**src/rtl/divider_extern_pkg.sv**
```systemverilog
// Shared types for the divider extern boundary: operand widths and the
// 64-bit request/response word layouts used on both sides of the extern.
package divider_extern_pkg;

    localparam int OPERAND_W = 32;
    localparam int EXTERN_W  = 64;

    // Request word: dividend in the upper half, divisor in the lower half.
    typedef struct packed {
        logic [OPERAND_W-1:0] dividend;
        logic [OPERAND_W-1:0] divisor;
    } div_req_t;

    // Response word: quotient in the upper half, remainder in the lower half.
    typedef struct packed {
        logic [OPERAND_W-1:0] quotient;
        logic [OPERAND_W-1:0] remainder;
    } div_rsp_t;

    // Builds a request word from its two operands.
    function automatic div_req_t make_req(input logic [OPERAND_W-1:0] dividend,
                                          input logic [OPERAND_W-1:0] divisor);
        div_req_t r;
        r.dividend = dividend;
        r.divisor  = divisor;
        return r;
    endfunction

endpackage

```
**src/rtl/extern_rsp_fifo.sv**
```systemverilog
// Response buffer for words coming back from the extern. Head data is read
// straight from storage, so a push into an empty FIFO shows on the next cycle.
// Push and pop may coincide in any fill state, including full and empty.
module extern_rsp_fifo
    import divider_extern_pkg::*;
#(
    parameter int DEPTH = 8
) (
    input  logic                  aclk,
    input  logic                  aresetn,
    input  logic                  push,
    input  logic [EXTERN_W-1:0]   push_data,
    input  logic                  pop,
    output logic [EXTERN_W-1:0]   head,
    output logic                  empty,
    output logic [$clog2(DEPTH):0] count
);

    localparam int PW = $clog2(DEPTH);

    logic [EXTERN_W-1:0] mem [DEPTH];
    logic [PW-1:0]       wr_ptr;
    logic [PW-1:0]       rd_ptr;
    logic                full;
    logic                do_write;
    logic                do_read;

    assign empty = (count == '0);
    assign full  = (count == (PW+1)'(DEPTH));

    // A pop on an empty FIFO is ignored; a push on a full FIFO only lands if
    // the head leaves in the same cycle, freeing the slot it writes into.
    assign do_read  = pop && !empty;
    assign do_write = push && (!full || pop);

    assign head = mem[rd_ptr];

    // Storage is cleared on reset so the response outputs read as zero.
    always_ff @(posedge aclk or negedge aresetn) begin
        if (!aresetn) begin
            for (int i = 0; i < DEPTH; i++) begin
                mem[i] <= '0;
            end
        end else if (do_write) begin
            mem[wr_ptr] <= push_data;
        end
    end

    // Pointers wrap naturally because DEPTH is a power of two.
    always_ff @(posedge aclk or negedge aresetn) begin
        if (!aresetn) begin
            wr_ptr <= '0;
            rd_ptr <= '0;
        end else begin
            if (do_write) wr_ptr <= wr_ptr + PW'(1);
            if (do_read)  rd_ptr <= rd_ptr + PW'(1);
        end
    end

    // Occupancy tracks writes minus reads; both together leave it unchanged.
    always_ff @(posedge aclk or negedge aresetn) begin
        if (!aresetn) begin
            count <= '0;
        end else begin
            case ({do_write, do_read})
                2'b10:   count <= count + (PW+1)'(1);
                2'b01:   count <= count - (PW+1)'(1);
                default: count <= count;
            endcase
        end
    end

endmodule

```
**src/rtl/divider_extern_initiator.sv**
```systemverilog
// Core-side initiator for the divider extern. Requests are only issued when a
// response slot is guaranteed (outstanding + buffered < DEPTH), because the
// extern cannot be stalled once it answers. Also tracks response silence and
// responses that arrive with nothing in flight.
module divider_extern_initiator
    import divider_extern_pkg::*;
#(
    parameter int DEPTH   = 8,
    parameter int TIMEOUT = 256
) (
    input  logic                   aclk,
    input  logic                   aresetn,
    input  logic                   req_valid,
    output logic                   req_ready,
    input  logic [OPERAND_W-1:0]   req_dividend,
    input  logic [OPERAND_W-1:0]   req_divisor,
    output logic                   user_extern_out_valid,
    output logic [EXTERN_W-1:0]    user_extern_out,
    input  logic                   user_extern_in_valid,
    input  logic [EXTERN_W-1:0]    user_extern_in,
    output logic                   rsp_valid,
    input  logic                   rsp_ready,
    output logic [OPERAND_W-1:0]   rsp_quotient,
    output logic [OPERAND_W-1:0]   rsp_remainder,
    output logic [$clog2(DEPTH):0] outstanding,
    output logic                   timeout_err,
    output logic                   proto_err,
    input  logic                   err_clear
);

    localparam int CNT_W = $clog2(DEPTH) + 1;
    localparam int TW    = $clog2(TIMEOUT + 1);
    localparam logic [TW-1:0] WAIT_MAX = TW'(TIMEOUT);

    logic             issue;
    logic             rsp_accept;
    logic             spurious;
    logic [CNT_W:0]   used;
    logic [CNT_W-1:0] fifo_count;
    logic             fifo_empty;
    logic [EXTERN_W-1:0] fifo_head;
    div_rsp_t         head_rsp;
    div_req_t         req_q;
    logic [TW-1:0]    wait_cnt;
    logic [TW-1:0]    wait_next;
    logic             wait_clear;
    logic             timeout_hit;

    // One extra bit on used so the sum can never wrap before the compare.
    assign used      = {1'b0, outstanding} + {1'b0, fifo_count};
    assign req_ready = (used < (CNT_W+1)'(DEPTH));
    assign issue     = req_valid && req_ready;

    // Responses only count when something is in flight; otherwise they are
    // dropped and flagged as a protocol error.
    assign rsp_accept = user_extern_in_valid && (outstanding != '0);
    assign spurious   = user_extern_in_valid && (outstanding == '0);

    extern_rsp_fifo #(
        .DEPTH (DEPTH)
    ) u_rsp_fifo (
        .aclk      (aclk),
        .aresetn   (aresetn),
        .push      (rsp_accept),
        .push_data (user_extern_in),
        .pop       (rsp_valid && rsp_ready),
        .head      (fifo_head),
        .empty     (fifo_empty),
        .count     (fifo_count)
    );

    assign head_rsp      = div_rsp_t'(fifo_head);
    assign rsp_valid     = !fifo_empty;
    assign rsp_quotient  = head_rsp.quotient;
    assign rsp_remainder = head_rsp.remainder;
    assign user_extern_out = req_q;

    // Issue register: capture operands on handshake, pulse valid next cycle.
    always_ff @(posedge aclk or negedge aresetn) begin
        if (!aresetn) begin
            req_q                 <= '0;
            user_extern_out_valid <= 1'b0;
        end else begin
            user_extern_out_valid <= issue;
            if (issue) begin
                req_q <= make_req(req_dividend, req_divisor);
            end
        end
    end

    // In-flight count moves with the issue pulse and with accepted responses.
    always_ff @(posedge aclk or negedge aresetn) begin
        if (!aresetn) begin
            outstanding <= '0;
        end else begin
            case ({issue, rsp_accept})
                2'b10:   outstanding <= outstanding + CNT_W'(1);
                2'b01:   outstanding <= outstanding - CNT_W'(1);
                default: outstanding <= outstanding;
            endcase
        end
    end

    // Silence timer: counts idle cycles while waiting, saturates at the limit,
    // and reports only the cycle it reaches the limit so a clear can stick.
    always_comb begin
        wait_clear  = user_extern_in_valid || (outstanding == '0);
        wait_next   = wait_cnt;
        timeout_hit = 1'b0;
        if (wait_clear) begin
            wait_next = '0;
        end else if (wait_cnt != WAIT_MAX) begin
            wait_next   = wait_cnt + TW'(1);
            timeout_hit = (wait_cnt == WAIT_MAX - TW'(1));
        end
    end

    // Silence timer register.
    always_ff @(posedge aclk or negedge aresetn) begin
        if (!aresetn) begin
            wait_cnt <= '0;
        end else begin
            wait_cnt <= wait_next;
        end
    end

    // Sticky error flags; a new error in the clearing cycle takes priority.
    always_ff @(posedge aclk or negedge aresetn) begin
        if (!aresetn) begin
            timeout_err <= 1'b0;
            proto_err   <= 1'b0;
        end else begin
            if (timeout_hit)    timeout_err <= 1'b1;
            else if (err_clear) timeout_err <= 1'b0;
            if (spurious)       proto_err   <= 1'b1;
            else if (err_clear) proto_err   <= 1'b0;
        end
    end

endmodule

```
**config.mk**
```make
export PLATFORM = sky130hd
export DESIGN_NAME = divider_extern_initiator
export DESIGN_NICKNAME = d
export VERILOG_FILES = /design/src/rtl/divider_extern_pkg.sv /design/src/rtl/extern_rsp_fifo.sv /design/src/rtl/divider_extern_initiator.sv
export SDC_FILE = /design/constraint.sdc
export NUM_CORES = 1
export LEC_CHECK = 0
export CAP_MARGIN = 0
export CORE_MARGIN = 1.5
export CORE_UTILIZATION = 60
export DETAILED_ROUTE_END_ITERATION = 16
export HOLD_SLACK_MARGIN = 0.1
export PLACE_DENSITY = 0.84
export SYNTH_ARGS = -nofsm -noshare
export SYNTH_HDL_FRONTEND = slang
export SYNTH_HIERARCHICAL = 1
export SYNTH_SLANG_ARGS = --single-unit
```
**constraint.sdc**
```tcl
create_clock -name aclk -period 7.8 [get_ports aclk]
set_input_delay 2.34 -clock aclk [delete_from_list [all_inputs] [get_ports aclk]]
set_output_delay 2.34 -clock aclk [all_outputs]
set_load 0.01 [all_outputs]
```
* Word level (Yosys, flattened, before mapping)
Cells that the tools add are included.
** Storage, ports and cells
- Bits in registers :: 602
- Output and inout port bits :: 137
- Memory bits (writable) :: 0
- Latch bits :: 0
- Memories kept :: 0
- ROM bits :: 0
- Input port bits :: 134
** Operators by class
- Shift-type cells :: 0
- Reductions and logical operators :: 19
- Eq/ne operators :: 7
- Divide/modulo/power cells :: 0
- $lt $le $gt $ge :: 4
- Add/subtract/negate cells :: 8
- Multiply operators :: 0
- Bitwise operators :: 2
- Multiplexer cells :: 15
** Operator list (number)
- bitwise mux 512 bit :: 1
- binary-select mux 64 bit (select 3 bit) :: 1
- demux 64 bit (select 3 bit) :: 1
- 2-to-1 mux 64 bit :: 3
- 2-to-1 mux 9 bit :: 2
- case mux 4 bit (2 select lines) :: 2
- nonzero test 2 bit :: 5
- adder 9 x 1 -> 9 bit (second input constant) :: 1
- == test 9 x 8 -> 1 bit (second input constant) :: 1
- inequality test 9 bit (second input constant) :: 1
- adder 4 x 1 -> 4 bit (second input constant) :: 2
- greater-or-equal comparator 4 bit (second input constant) :: 2
- zero test 4 bit :: 2
- NOT 3 -> 4 bit :: 2
- subtractor 4 x 1 -> 4 bit (second input constant) :: 2
- logical AND 1 bit :: 7
- adder 3 x 1 -> 3 bit (second input constant) :: 2
- adder 4 x 4 -> 5 bit :: 1
- less-than comparator 5 x 4 -> 1 bit (second input constant) :: 1
- 2-to-1 mux 1 bit :: 5
- == test 2 x 1 -> 1 bit (second input constant) :: 2
- == test 2 bit (second input constant) :: 2
- == test 4 bit (second input constant) :: 1
- less-than comparator 4 x 1 -> 1 bit (second input constant) :: 1
- 3 further kinds :: 5

* Depth between registers and ports, before layout
Gate-level depths: netlist of run 1.
- Word-level depth :: 7
- Depth in mapped cells :: 12
- Depth with buffers taken out :: 10

* By module
Netlist of run 1, hierarchy kept.
** Modules (own cells, without submodules)
- extern_rsp_fifo :: times used 1, cells an instance 1375, area an instance 23680.2 µm²
- divider_extern_initiator :: times used 1, cells an instance 239, area an instance 3594.7 µm²

* Worst setup path after synthesis of run 1
Ideal clock, no wire load.
- Path kind :: input to register
- Start point :: in req_valid
- End point :: reg outstanding[3]
- Slack :: 3.040 ns
- Stages :: 9
- Setup time :: 0.134 ns
- Required time :: 7.666 ns
- Arrival time :: 4.626 ns
- Cell sequence :: or4b_4 > a21oi_4 > buf_4 > inv_1 > ha_1 > ha_1 > or4b_2 > o311ai_0 > o211ai_1
** On the way
- Cells in the longest elaborated chain, start to end :: 3
- Elaborated cells on any way between the ends :: 5
- Those cells by class :: eq/ne (2); mux (1); reduce/logical (2)
** Ends and longest elaborated chain
- start: declaration :: line divider_extern_initiator.sv:13 : input logic req_valid,
- logical AND 1 bit * :: line divider_extern_initiator.sv:52 : assign issue = req_valid && req_ready;
- net issue :: line divider_extern_initiator.sv:35 : logic issue;
- == test 2 x 1 -> 1 bit / == test 2 bit (equally long branches) :: line divider_extern_initiator.sv:96 : case ({issue, rsp_accept})
- case mux 4 bit (2 select lines) / nonzero test 2 bit (equally long branches)
- end signal: assignment :: line divider_extern_initiator.sv:97 : 2'b10: outstanding <= outstanding + CNT_W'(1);
- end signal: assignment :: line divider_extern_initiator.sv:98 : 2'b01: outstanding <= outstanding - CNT_W'(1);
- end signal: assignment :: line divider_extern_initiator.sv:99 : default: outstanding <= outstanding;
- end: declaration :: line divider_extern_initiator.sv:25 : output logic [$clog2(DEPTH):0] outstanding,
The timed path passes the listed nets; every way through them passes the cells marked *.
A chain may end at the register's enable or synchronous reset.

* Final worst setup path of run 1
- Start point :: reg u_rsp_fifo.rd_ptr[0]
- End point :: out rsp_remainder[6]
** On the way
- Cells in the longest elaborated chain, start to end :: 4
** Ends and longest elaborated chain
- start: declaration :: line extern_rsp_fifo.sv:23 : logic [PW-1:0] rd_ptr;
- start signal: assignment :: line extern_rsp_fifo.sv:56 : if (do_read) rd_ptr <= rd_ptr + PW'(1);
- NOT 3 -> 4 bit (not written as such) :: line extern_rsp_fifo.sv:36 : assign head = mem[rd_ptr];
- binary-select mux 64 bit (select 3 bit) :: line extern_rsp_fifo.sv:36
- 2-to-1 mux 64 bit (not written as such) (2 in a row) :: line extern_rsp_fifo.sv:36
- end: declaration :: line divider_extern_initiator.sv:24 : output logic [OPERAND_W-1:0] rsp_remainder,
Every way passes these cells. The select of a mux whose other input is x is not followed.

==> results of run 1 <==
[final cells by class]
| type | count | area, µm² |
|---|---|---|
| fillers | 2805 | 12330 |
| well taps | 592 | 740.7 |
| flip-flops and latches | 602 | 15080 |
| clock inverters | 14 | 130.1 |
| diodes | 1 | 2.502 |
| repair buffers | 290 | 2945 |
| multi-input cells | 894 | 11330 |
| inverters | 19 | 71.32 |
| clock buffers | 94 | 1883 |
[cells in the final DEF, fill, tap and decap left out, drive strengths merged, types with 3 or more instances in the layout]
master         instances
mux2                 644
nand3                  9
nor3b                  7
xnor2                  7
clkdlybuf4s50        269
nand4b                 3
o21ai                 12
a21oi                 16
clkinv                 9
o211ai                 4
or3                    4
buf                   21
ha                    14
nand2                  6
clkbuf                94
nor2b                  3
mux4                 128
nor2                   4
inv                   21
or4b                   5
dfrtp                602
xor2                   3
[metal layers]
metal  GRT usage [%]  wire (µm)  up-vias
met5               0         27        -
met4           6.319       1110        4
met3           4.996       2582       83
met2           43.11      29420      296
met1           35.54      25410     8130
li1                -          -     6560
[final timing paths]
check                      slack [ns]            startpoint                  end  cells after the start
max in group asynchronous        4.36               aresetn       outstanding[3]                      2
setup / recovery                 2.00  u_rsp_fifo/rd_ptr[0]     rsp_remainder[6]                      4
hold reg to reg                  0.49   u_rsp_fifo/mem[492]  u_rsp_fifo/mem[492]                      1
min in group asynchronous        1.86               aresetn  user_extern_out[46]                      1
hold / removal                   0.49   u_rsp_fifo/mem[492]  u_rsp_fifo/mem[492]                      1
setup reg to reg                 3.67   u_rsp_fifo/count[2]  u_rsp_fifo/mem[412]                      7
[power by group]
part | total, µW | switching [µW] | internal [µW]
Sequential | 5640 | 940 | 4700
Combinational | 6660 | 2500 | 4160
Clock | 2900 | 1190 | 1710
[logic make-up after synthesis]
logic type      Yosys count
fa+ha+maj                16
xor+xnor                 10
flops                   602
buf+inv                 118
mux                     773
compound gates           43
simple gates             52
[through the flow]
| stage | utilization [%] | hold slack, ns | std cells | cell area [µm²] | power, µW |
|---|---|---|---|---|---|
| after CTS | 72.28 | 0.4936 | 2505 | 32170 | 15350 |
| after detailed placement | 67.76 | 0.4804 | 2397 | 30160 | 12360 |
| after floorplan | - | 0.4587 | 1614 | 27270 | 10020 |
| after global routing | 72.29 | 0.5100 | 2506 | 32180 | 16020 |
| after global placement | 67.76 | 0.4693 | 2397 | 30160 | 12020 |
| final | 72.29 | 0.4913 | 2506 | 32180 | 15200 |
[state kept, by name (all words and copies together), names as in the netlist]
register               flops
user_extern_out           64
timeout_err                1
wait_cnt                   9
outstanding                4
u_rsp_fifo/rd_ptr          3
u_rsp_fifo/count           4
u_rsp_fifo/mem           512
user_extern_out_valid      1
u_rsp_fifo/wr_ptr          3
proto_err                  1
[worst max-delay path, delay by kind of cell (launching register included)]
kind                   cells  cell delay, ns
flip-flops                 1            0.94
multiplexers               2            0.84
buffers and inverters      2            1.02
[cells in the mapped netlist, types with 2 or more instances]
cell type,count
sky130_fd_sc_hd__a2111o_1,2
sky130_fd_sc_hd__a21oi_1,11
sky130_fd_sc_hd__a21oi_2,4
sky130_fd_sc_hd__and4bb_2,2
sky130_fd_sc_hd__buf_1,8
sky130_fd_sc_hd__buf_12,4
sky130_fd_sc_hd__buf_2,15
sky130_fd_sc_hd__buf_4,2
sky130_fd_sc_hd__buf_6,49
sky130_fd_sc_hd__clkbuf_1,20
sky130_fd_sc_hd__dfrtp_1,602
sky130_fd_sc_hd__fa_1,2
sky130_fd_sc_hd__ha_1,14
sky130_fd_sc_hd__inv_1,19
sky130_fd_sc_hd__mux2_1,20
sky130_fd_sc_hd__mux2_2,584
sky130_fd_sc_hd__mux2_4,40
sky130_fd_sc_hd__mux4_2,128
sky130_fd_sc_hd__nand2_1,6
sky130_fd_sc_hd__nand3_1,9
sky130_fd_sc_hd__nand4_1,2
sky130_fd_sc_hd__nand4b_1,3
sky130_fd_sc_hd__nor2_1,4
sky130_fd_sc_hd__nor2b_1,3
sky130_fd_sc_hd__nor3_1,2
sky130_fd_sc_hd__nor3b_1,7
sky130_fd_sc_hd__nor4b_1,2
sky130_fd_sc_hd__o2111ai_4,2
sky130_fd_sc_hd__o211ai_1,4
sky130_fd_sc_hd__o21ai_0,10
sky130_fd_sc_hd__o21ai_4,2
sky130_fd_sc_hd__o311ai_0,2
sky130_fd_sc_hd__or3_1,4
sky130_fd_sc_hd__or4b_2,4
sky130_fd_sc_hd__xnor2_1,7
sky130_fd_sc_hd__xor2_1,3
==> summary.txt, run 1 <==
Run status
  – Status: finished clean

Floorplan
  – Overall die height: 216.2 µm
  – Die ar.: 46,750 µm²
  – Number of I/O pins: 271
  – Area of the core: 44,510 µm²
  – Starting utilization of the core area: 61.28%
  – Horizontal extent of the die: 216.2 µm
  – Row Count: 77

Worst setup path
  – Data arrival at the endpoint of the critical path: 3.46 ns
  – Type of the worst setup path: register to output pin
  – Cell-by-cell trace of the critical path: buf_12 -> mux4_2 -> mux2_2 -> clkdlybuf4s50_1
  – Library cell contributing the largest single delay on the critical path: sky130_fd_sc_hd__dfrtp_4
  – Delay of the slowest critical-path stage: between 0.9 and 1 ns
  – Critical path launch point type: register
  – CP Max Fanout: 54
  – Endpoint required time on the critical path: roughly 5.5 ns
  – Kind of end point of the critical path: output pin

STA
  – Worst-case clock skew: 0.01670 ns
  – Worst-margin pin slew: 1.172 ns
  – Worst slew slack as a fraction of its limit: between 20 and 25%
  – Unrepaired setup endpoints after global routing: no
  – Final worst path period share: 74.38%
  – Final sum of negative setup slack: 0 ns
  – Final worst-path setup slack: 1.998 ns
  – Setup-violating endpoint count in the final report: 0
  – Highest clock frequency the design can meet: around 170 MHz
  – Post-route minimum period: between 5 and 6 ns
  – Pins over their slew limit: 0
  – Hold Vio Cnt, Final: 0

Clock tree
  – CTS root buf: sky130_fd_sc_hd__clkbuf_16
  – Hold Buf Count CTS: 0
  – Total number of clock tree sinks: 602
  – Worst-Skew Late Latency: 0.62 ns
  – H-tree levels: 2
  – Bufs on Longest Clock Path: 3
  – Post-CTS setup-driven buffer insertion count: 0
  – CTS tree: built
  – Clock-pin slew of the registers on the worst-case setup and hold paths: approximately 0.06 ns
  – Post_cts resized: 0
  – Number of CTS-inserted buffers: 61

Placement
  – Number of port buffers: 270
  – Final weighted congestion in routability-driven placement: 0.7952
  – HPWL reported at the end of detailed placement: 33,350 µm
  – Worst setup slack after placement: 2.009 ns

Yosys
  – Post-synthesis cell count: 1,614
  – Mean area per synthesized cell: 16.90 µm²
  – Compound-gate portion of the synthesized area: 1.307%
  – Number of distinct library cell variants in the gate-level netlist after synthesis: 48
  – Number of enable flip-flop cells after synthesis: 0
  – Dominant combinational cell family by area after synthesis: multiplexers
  – Xor/xnor share of the synthesized area: less than 1%
  – Mux cell area share after synthesis: 37.74%
  – Area fraction of the dominant cell type after synthesis: 55.23%
  – Synth Area in Simple Gates: 1.257%
  – Largest cells by area after synthesis: sky130_fd_sc_hd__dfrtp_1 55%, sky130_fd_sc_hd__mux2_2 24%, sky130_fd_sc_hd__mux4_2 11%, sky130_fd_sc_hd__mux2_4 2.2%, sky130_fd_sc_hd__buf_6 2.0%
  – Number of nets in the synthesized netlist: 1,764
  – Synth Cell Area: 27,270 µm²
  – Flip-flop and latch count after synthesis: about 600
  – Commonest register cell after synthesis: sky130_fd_sc_hd__dfrtp_1
  – FFs w/ async S/R, synth: 100.0%
  – Share of the yosys chip area belonging to registers: 55.23%
  – Count of warnings emitted by yosys: 6
  – Adder-cell share of the synthesized area: less than 1%
  – Biggest area consumer among synthesized cells: sky130_fd_sc_hd__dfrtp_1

Detailed routing
  – Number of nets with antenna violations after routing: 0
  – DRT Wirelength: between 50,000 and 60,000 µm
  – Drt via density: 6.015
  – Starting DRT DRC Count: 888
  – Wirelength per Cell: 23.36 µm
  – Number of vias after detailed routing: 15,073
  – Post-detailed-route DRC marker count: 0
  – Number of iterations in the first detailed-routing pass: 6

Global routing
  – Largest net degree at the start of global routing: 158
  – Antenna violations before repair: 4
  – Congestion Overflow GR: 0
  – Total Routing Usage GR: between 20% and 30%
  – Via count of the first global-routing pass: 16,862
  – Wire length of the first global-routing pass: 94,780 µm

Finish
  – Layout overhead on the synthesized area: 17.97%
  – Number of nets in the final layout: 2,018
  – Fraction of final layout cells with drive strength greater than 1: 46.52%

Min path
  – Type of the tightest min-delay check: register to register

Power and ir drop
  – Largest voltage drop on the vdd net: 0.0002998 V
  – Power per Cell Area: roughly 470 nW/µm²
  – Leakage power summed over all cells: 0.01343 µW

Job
  – Max-cap violation count: 0
(Power assumes the default switching activity.)
==> run 2, diff against run 1 <==
--- a/config.mk
+++ b/config.mk
@@ -7,10 +7,10 @@
 export LEC_CHECK = 0
 export CAP_MARGIN = 0
 export CORE_MARGIN = 1.5
-export CORE_UTILIZATION = 60
+export CORE_UTILIZATION = 57
 export DETAILED_ROUTE_END_ITERATION = 16
 export HOLD_SLACK_MARGIN = 0.1
-export PLACE_DENSITY = 0.84
+export PLACE_DENSITY = 0.81
 export SYNTH_ARGS = -nofsm -noshare
 export SYNTH_HDL_FRONTEND = slang
 export SYNTH_HIERARCHICAL = 1
==> constraint.sdc (replaced) <==
create_clock -name aclk -period 5.4 [get_ports aclk]
set_input_delay 1.62 -clock aclk [delete_from_list [all_inputs] [get_ports aclk]]
set_output_delay 1.62 -clock aclk [all_outputs]
set_load 0.01 [all_outputs]
==> run 2 against run 1 <==
- sequential power increased by 44%
- highest routed layer unchanged
- non-clock buffer count increased by 13
- routed wire length decreased by 0.43%
- hold slack got worse by 0.00052 ns
==> summary.txt, run 2 (synthesis gave the netlist of run 1 again) <==
STA
  – Worst slew slack as a fraction of its limit: 16.75% (-5.1 points)
  – Post-route minimum period: 4.701 ns
  – Worst hold slack across all endpoints: 0.4908 ns (-0.0005170 ns)
  – Hold Vio Cnt, Final: 0 (unchanged)
  – Setup-violating endpoint count in the final report: 0 (unchanged)
  – Worst-case clock skew: 0.01447 ns (-0.002233 ns)
  – Final sum of negative setup slack: 0 ns (unchanged)
  – Pins over their slew limit: 0 (unchanged)
  – Final worst path period share: 87.06%
  – Worst-margin pin slew: 1.239 ns (+0.06757 ns)
  – Highest clock frequency the design can meet: 212.7 MHz
  – Unrepaired setup endpoints after global routing: no

Run status
  – Status: finished clean

Global routing
  – Total Routing Usage GR: 24.47% (-1.4 points)
  – Via count of the first global-routing pass: 16,830 (-0.19%)
  – Largest net degree at the start of global routing: 109 (-31%)
  – Antenna violations before repair: 7 (+3)
  – Wire length of the first global-routing pass: 94,590 µm (-0.20%)
  – Congestion Overflow GR: 0 (unchanged)

Worst setup path
  – Worst reg2reg path startpoint: u_rsp_fifo/count[2]
  – Delay of the slowest critical-path stage: 0.59 ns (-0.35 ns)
  – CP Max Fanout: 58 (+7.4%)
  – R2R Setup Slk: 1.33 ns (-2.34 ns)
  – Type of the worst setup path: register to output pin
  – Buffer and inverter count on the worst path: 2 (unchanged)
  – Top Family by Delay on Critical Path: buffers and inverters
  – Library cell contributing the largest single delay on the critical path: sky130_fd_sc_hd__dfrtp_4
  – Endpoint of the worst-slack reg-to-reg timing path: u_rsp_fifo/count[3]
  – Data arrival at the endpoint of the critical path: 3.08 ns (-0.38 ns)
  – Worst Reg-to-Reg Cells: 10 (+3)
  – Endpoint required time on the critical path: 3.78 ns (-1.68 ns)
  – Kind of end point of the critical path: output pin
  – Cell-by-cell trace of the critical path: buf_12 -> mux4_2 -> mux2_2 -> clkdlybuf4s50_1
  – Critical path launch point type: register

Detailed routing
  – Drt via density: 5.941 (-1.2%)
  – DRT Wirelength: 58,300 µm (-0.43%)
  – Post-detailed-route DRC marker count: 0 (unchanged)
  – Wirelength per Cell: 22.95 µm (-1.8%)
  – Number of nets with antenna violations after routing: 0 (unchanged)
  – Starting DRT DRC Count: 1,025 (+15%)
  – Number of iterations in the first detailed-routing pass: 5 (-1)
  – Number of vias after detailed routing: 15,090 (+0.11%)

Clock tree
  – CTS root buf: sky130_fd_sc_hd__clkbuf_16
  – Number of CTS-inserted buffers: 60 (-1.6%)
  – CTS tree: built
  – H-tree levels: 2 (unchanged)
  – Bufs on Longest Clock Path: 3 (unchanged)
  – Total number of clock tree sinks: 602 (unchanged)
  – Post_cts resized: 0 (unchanged)
  – Clock-pin slew of the registers on the worst-case setup and hold paths: 0.06 ns (about the same)
  – Hold Buf Count CTS: 0 (unchanged)
  – Worst-Skew Late Latency: 0.62 ns (about the same)
  – Post-CTS setup-driven buffer insertion count: 0 (unchanged)

Finish
  – Number of nets in the final layout: 2,030 (+0.59%)
  – Fraction of final layout cells with drive strength greater than 1: 46.76% (+0.24 points)
  – Layout overhead on the synthesized area: 18.72%
  – Largest register by flop count: u_rsp_fifo/mem
  – Number of flip-flops under the largest register name: 512 (unchanged)
  – Most frequent cells in the layout: 599 x sky130_fd_sc_hd__dfrtp_1, 584 x sky130_fd_sc_hd__mux2_2, 269 x sky130_fd_sc_hd__clkdlybuf4s50_1
  – Commonest non-fill, non-tap cell in the layout: sky130_fd_sc_hd__dfrtp_1

Power and ir drop
  – Switching power: 6658 µW (+44%)
  – Clock network power share: 18.8% (-0.3 points)
  – Largest voltage drop on the vdd net: 0.0004586 V (+53%)
  – Final total power: 21,900 µW (+44%)
  – Power per Cell Area: 676.4 nW/µm² (+43%)
  – Combinational group share of total power: 44.2% (+0.4 points)
  – Internal power summed over all cells: 15,240 µW (+44%)
  – Switching fraction of total power: 30.40% (about the same)
  – Seq pwr share: 37.1% (about the same)
  – Leakage power summed over all cells: 0.01351 µW (+0.66%)

Placement
  – HPWL reported at the end of detailed placement: 34,290 µm (+2.8%)
  – Number of port buffers: 270 (unchanged)
  – Final weighted congestion in routability-driven placement: 0.8181 (+2.9%)

Floorplan
  – Horizontal extent of the die: 221.8 µm (+2.6%)
  – Number of I/O pins: 271 (unchanged)
  – Area of the core: 46,850 µm² (+5.3%)
  – Overall die height: 221.8 µm (+2.6%)
  – Starting utilization of the core area: 58.21% (-3.1 points)
  – Die ar.: 49,170 µm² (+5.2%)
  – Row Count: 79 (+2.6%)

Min path
  – Min-Delay Path Depth: 1 (unchanged)
  – Worst hold start: u_rsp_fifo/mem[419]
  – Type of the tightest min-delay check: register to register
  – WHS Endpoint: u_rsp_fifo/mem[419]

Job
  – Max-cap violation count: 0 (unchanged)
==> run 2: cell types whose count changed in the layout (fill, tap and decap cells not counted), sizes merged <==
cell	before	now
clkbuf	94	100
buf	21	34
inv	21	19
clkinvlp	1	2
diode	1	2
bufinv	2	0
clkinv	9	11
==> run 2: area by class of cell <==
cell class,count,area [µm²]
diodes,2,5.005
flip-flops and latches,602,15080
fillers,3144,14470
repair buffers,303,3156
well taps,607,759.5
inverters,19,71.32
multi-input cells,894,11330
clock inverters,13,81.33
clock buffers,100,1904
==> run 2: per-layer routing <==
metal / GRT usage [%] / part of all wire, % / vias to the layer above
met5: 0 / 0.11 / -
met4: 5.502 / 1.7 / 10
met3: 4.294 / 3.8 / 86
met2: 40.41 / 49 / 259
met1: 34.22 / 45 / 8157
li1: - / - / 6578
==> run 2: per-stage QoR <==
stage	std cells	setup WS (ns)	utilization, %	cell area, µm²
floorplan	1614	1.360	-	27270
global route	2540	0.5503	69.11	32380
global placement	2425	0.6308	64.86	30390
detailed placement	2425	0.5529	64.86	30390
CTS	2538	0.6267	69.10	32370
finish	2540	0.6989	69.11	32380
==> run 2: worst max path at each step <==
stage                                     from             endpoint  slack [ns]  cells after the start
final                     u_rsp_fifo/rd_ptr[0]    rsp_remainder[14]        0.70                      4
after global placement               rsp_ready  u_rsp_fifo/count[3]        0.63                      9
after CTS                 u_rsp_fifo/rd_ptr[0]    rsp_remainder[31]        0.63                      4
after detailed placement             rsp_ready  u_rsp_fifo/count[3]        0.55                      9
after floorplan                      req_valid       outstanding[3]        1.36                      9
after global routing      u_rsp_fifo/rd_ptr[0]    rsp_remainder[31]        0.55                      4
==> run 2: power groups by stage <==
stage / clock (µW) / combinational [µW] / sequential (µW)
floorplan: 0 / 6740 / 7730
global placement: 0 / 9470 / 7980
detailed placement: 0 / 9720 / 8190
CTS: 4220 / 9790 / 8130
global route: 4390 / 10300 / 8410
finish: 4110 / 9670 / 8120
==> run 3, diff against run 2 <==
==> constraint.sdc (replaced) <==
create_clock -name aclk -period 5.4 [get_ports aclk]
set_input_delay 0.81 -clock aclk [delete_from_list [all_inputs] [get_ports aclk]]
set_output_delay 0.81 -clock aclk [all_outputs]
set_load 0.01 [all_outputs]
==> run 3 against run 2 <==
- sequential power barely moved
- final cell count fell by 0.31%
- critical path type is now register to register
- total power barely moved
- first-iteration DRC count fell by 5.5%
- critical endpoint is now u_rsp_fifo/count[3]
==> summary.txt, run 3 (synthesis gave the netlist of run 1 again) <==
Run status
  – Status: finished clean

Clock tree
  – Number of CTS-inserted buffers: 61 (+1.7%)
  – Worst-Skew Late Latency: 0.61 ns (about the same)
  – Hold Buf Count CTS: 0 (unchanged)
  – Post_cts resized: 0 (unchanged)
  – Post-CTS setup-driven buffer insertion count: 0 (unchanged)
  – CTS tree: built
  – Total number of clock tree sinks: 602 (unchanged)
  – Clock-pin slew of the registers on the worst-case setup and hold paths: 0.06 ns (about the same)
  – H-tree levels: 2 (unchanged)
  – CTS root buf: sky130_fd_sc_hd__clkbuf_16
  – Bufs on Longest Clock Path: 3 (unchanged)

Power and ir drop
  – Seq pwr share: 37.0% (about the same)
  – Switching power: 6629 µW (-0.43%)
  – Combinational group share of total power: 44.0% (-0.2 points)
  – Power per Cell Area: 679.0 nW/µm² (+0.39%)
  – Internal power summed over all cells: 15,280 µW (+0.25%)
  – Largest voltage drop on the vdd net: 0.0005213 V (+14%)
  – Leakage power summed over all cells: 0.01345 µW (-0.44%)
  – Clock network power share: 18.9% (about the same)
  – Switching fraction of total power: 30.25% (-0.14 points)

Worst setup path
  – Library cell contributing the largest single delay on the critical path: sky130_fd_sc_hd__or4b_2
  – Data arrival at the endpoint of the critical path: 4.54 ns (+1.46 ns)
  – Buffer and inverter count on the worst path: 0 (-2)
  – CP Max Fanout: 9 (-84%)
  – Critical path launch point type: register
  – Endpoint required time on the critical path: 5.87 ns (+2.09 ns)
  – CP most frequent cell: sky130_fd_sc_hd__ha_1
  – Top Family by Delay on Critical Path: simple AND/OR/NAND/NOR gates
  – Delay of the slowest critical-path stage: 0.69 ns (+0.10 ns)
  – Type of the worst setup path: register to register
  – Cell-by-cell trace of the critical path: or3_1 -> nor2_1 -> nor2b_1 -> nand2b_1 -> o21ai_0 -> ha_1 -> ha_1 -> or4b_2 -> o311ai_0 -> o211ai_1
  – Kind of end point of the critical path: register

STA
  – Highest clock frequency the design can meet: 245.8 MHz (+16%)
  – Worst-case clock skew: 0.007387 ns (-0.007080 ns)
  – Final sum of negative setup slack: 0 ns (unchanged)
  – Hold Vio Cnt, Final: 0 (unchanged)
  – Worst slew slack as a fraction of its limit: 14.98% (-1.8 points)
  – Final worst path period share: 75.35% (-12 points)
  – Worst-margin pin slew: 1.265 ns (+0.02623 ns)
  – Setup-violating endpoint count in the final report: 0 (unchanged)
  – Post-route minimum period: 4.069 ns (-0.6321 ns)
  – Pins over their slew limit: 0 (unchanged)
  – Unrepaired setup endpoints after global routing: no

Job
  – Max-cap violation count: 0 (unchanged)

Detailed routing
  – Wirelength per Cell: 22.98 µm (+0.14%)
  – Number of nets with antenna violations after routing: 0 (unchanged)
  – Starting DRT DRC Count: 969 (-5.5%)
  – Number of iterations in the first detailed-routing pass: 4 (-1)
  – Number of vias after detailed routing: 14,944 (-0.97%)
  – Drt via density: 5.902 (-0.65%)
  – DRT Wirelength: 58,200 µm (-0.18%)
  – Post-detailed-route DRC marker count: 0 (unchanged)

Finish
  – Most frequent cells in the layout: 599 x sky130_fd_sc_hd__dfrtp_1, 584 x sky130_fd_sc_hd__mux2_2, 269 x sky130_fd_sc_hd__clkdlybuf4s50_1
  – Final std cell area, no fill: 32,270 µm² (-0.35%)
  – Fraction of final layout cells with drive strength greater than 1: 46.20% (-0.56 points)
  – Final-layout fill cell count: 3,155 (+0.35%)
  – Largest register by flop count: u_rsp_fifo/mem
  – Total area of multi-input combinational cells: 11,330 µm² (unchanged)
  – Number of nets in the final layout: 2,024 (-0.30%)
  – Number of flip-flops under the largest register name: 512 (unchanged)
  – Layout overhead on the synthesized area: 18.30%
  – Commonest non-fill, non-tap cell in the layout: sky130_fd_sc_hd__dfrtp_1
  – Total area of sequential cells: 15,080 µm² (unchanged)

Placement
  – Number of port buffers: 270 (unchanged)
  – Cell area after placement: 30,270 µm² (-0.38%)
  – HPWL reported at the end of detailed placement: 34,170 µm (-0.33%)
  – Final weighted congestion in routability-driven placement: 0.7943 (-2.9%)

Global routing
  – Wire length of the first global-routing pass: 93,920 µm (-0.71%)
  – Antenna violations before repair: 6 (-1)
  – Largest net degree at the start of global routing: 152 (+39%)
  – Via count of the first global-routing pass: 16,635 (-1.2%)
  – Total Routing Usage GR: 24.23% (-0.24 points)
  – Congestion Overflow GR: 0 (unchanged)

Floorplan
  – Number of I/O pins: 271 (unchanged)
  – Starting utilization of the core area: 58.21% (unchanged)
  – Area of the core: 46,850 µm² (unchanged)
  – Die ar.: 49,170 µm² (unchanged)
  – Horizontal extent of the die: 221.8 µm (unchanged)
  – Overall die height: 221.8 µm (unchanged)
  – Row Count: 79 (unchanged)

Min path
  – Type of the tightest min-delay check: primary input to asynchronous set/reset pin
==> run 3: cell types whose count changed in the layout (fill, tap and decap cells not counted), sizes merged <==
cell      previous run  this run
inv                 19        20
diode                2         3
buf                 34        27
clkinv              11         6
clkbuf             100       102
bufinv               0         2
clkinvlp             2         0
==> run 3: path summary, 6_finish.rpt <==
| kind | start | to | slack [ns] | cells after the start |
|---|---|---|---|---|
| worst max register to register | u_rsp_fifo/count[2] | u_rsp_fifo/count[3] | 1.33 | 10 |
| min in group aclk | u_rsp_fifo/mem[382] | u_rsp_fifo/mem[382] | 0.49 | 1 |
| worst max-delay path | u_rsp_fifo/count[2] | u_rsp_fifo/count[3] | 1.33 | 10 |
| worst min register to register | u_rsp_fifo/mem[382] | u_rsp_fifo/mem[382] | 0.49 | 1 |
| worst min-delay path | aresetn | u_rsp_fifo/mem[187] | 0.20 | 1 |
| max in group asynchronous | aresetn | u_rsp_fifo/mem[409] | 3.93 | 2 |
==> run 3: final cells by class <==
cell class / instances / area share [%]
tap: 607 / 2.354
clock inverter: 9 / 0.3180
antenna: 3 / 0.02327
multi-input combinational: 894 / 35.10
timing repair buffer: 296 / 9.423
inverter: 19 / 0.2210
sequential: 602 / 46.72
clock buffer: 102 / 5.836
==> run 3: power by group through the flow <==
stage / combinational [µW] / sequential [µW] / clock, µW
6_report: 9650 / 8120 / 4150
5_1_grt: 10300 / 8400 / 4430
4_1_cts: 9770 / 8120 / 4250
3_5_place_dp: 9700 / 8180 / 0
3_3_place_gp: 9460 / 7980 / 0
2_1_floorplan: 6740 / 7730 / 0
==> run 3: through the flow <==
step	std cells	setup slack (ns)	hold WS, ns	power (µW)	util [%]
final	2532	1.331	0.1958	21910	68.87
after global routing	2531	1.174	0.2328	23100	68.86
after CTS	2529	1.352	0.1992	22140	68.85
after detailed placement	2418	1.309	0.4803	17880	64.62
after global placement	2418	1.439	0.4680	17440	64.62
after floorplan	1614	1.997	0.4587	14470	-
==> run 3: per-layer routing <==
layer / track usage, % / routed length [µm]
met5: 0 / 57
met4: 5.369 / 992
met3: 4.307 / 2318
met2: 40.34 / 29280
met1: 33.61 / 25550
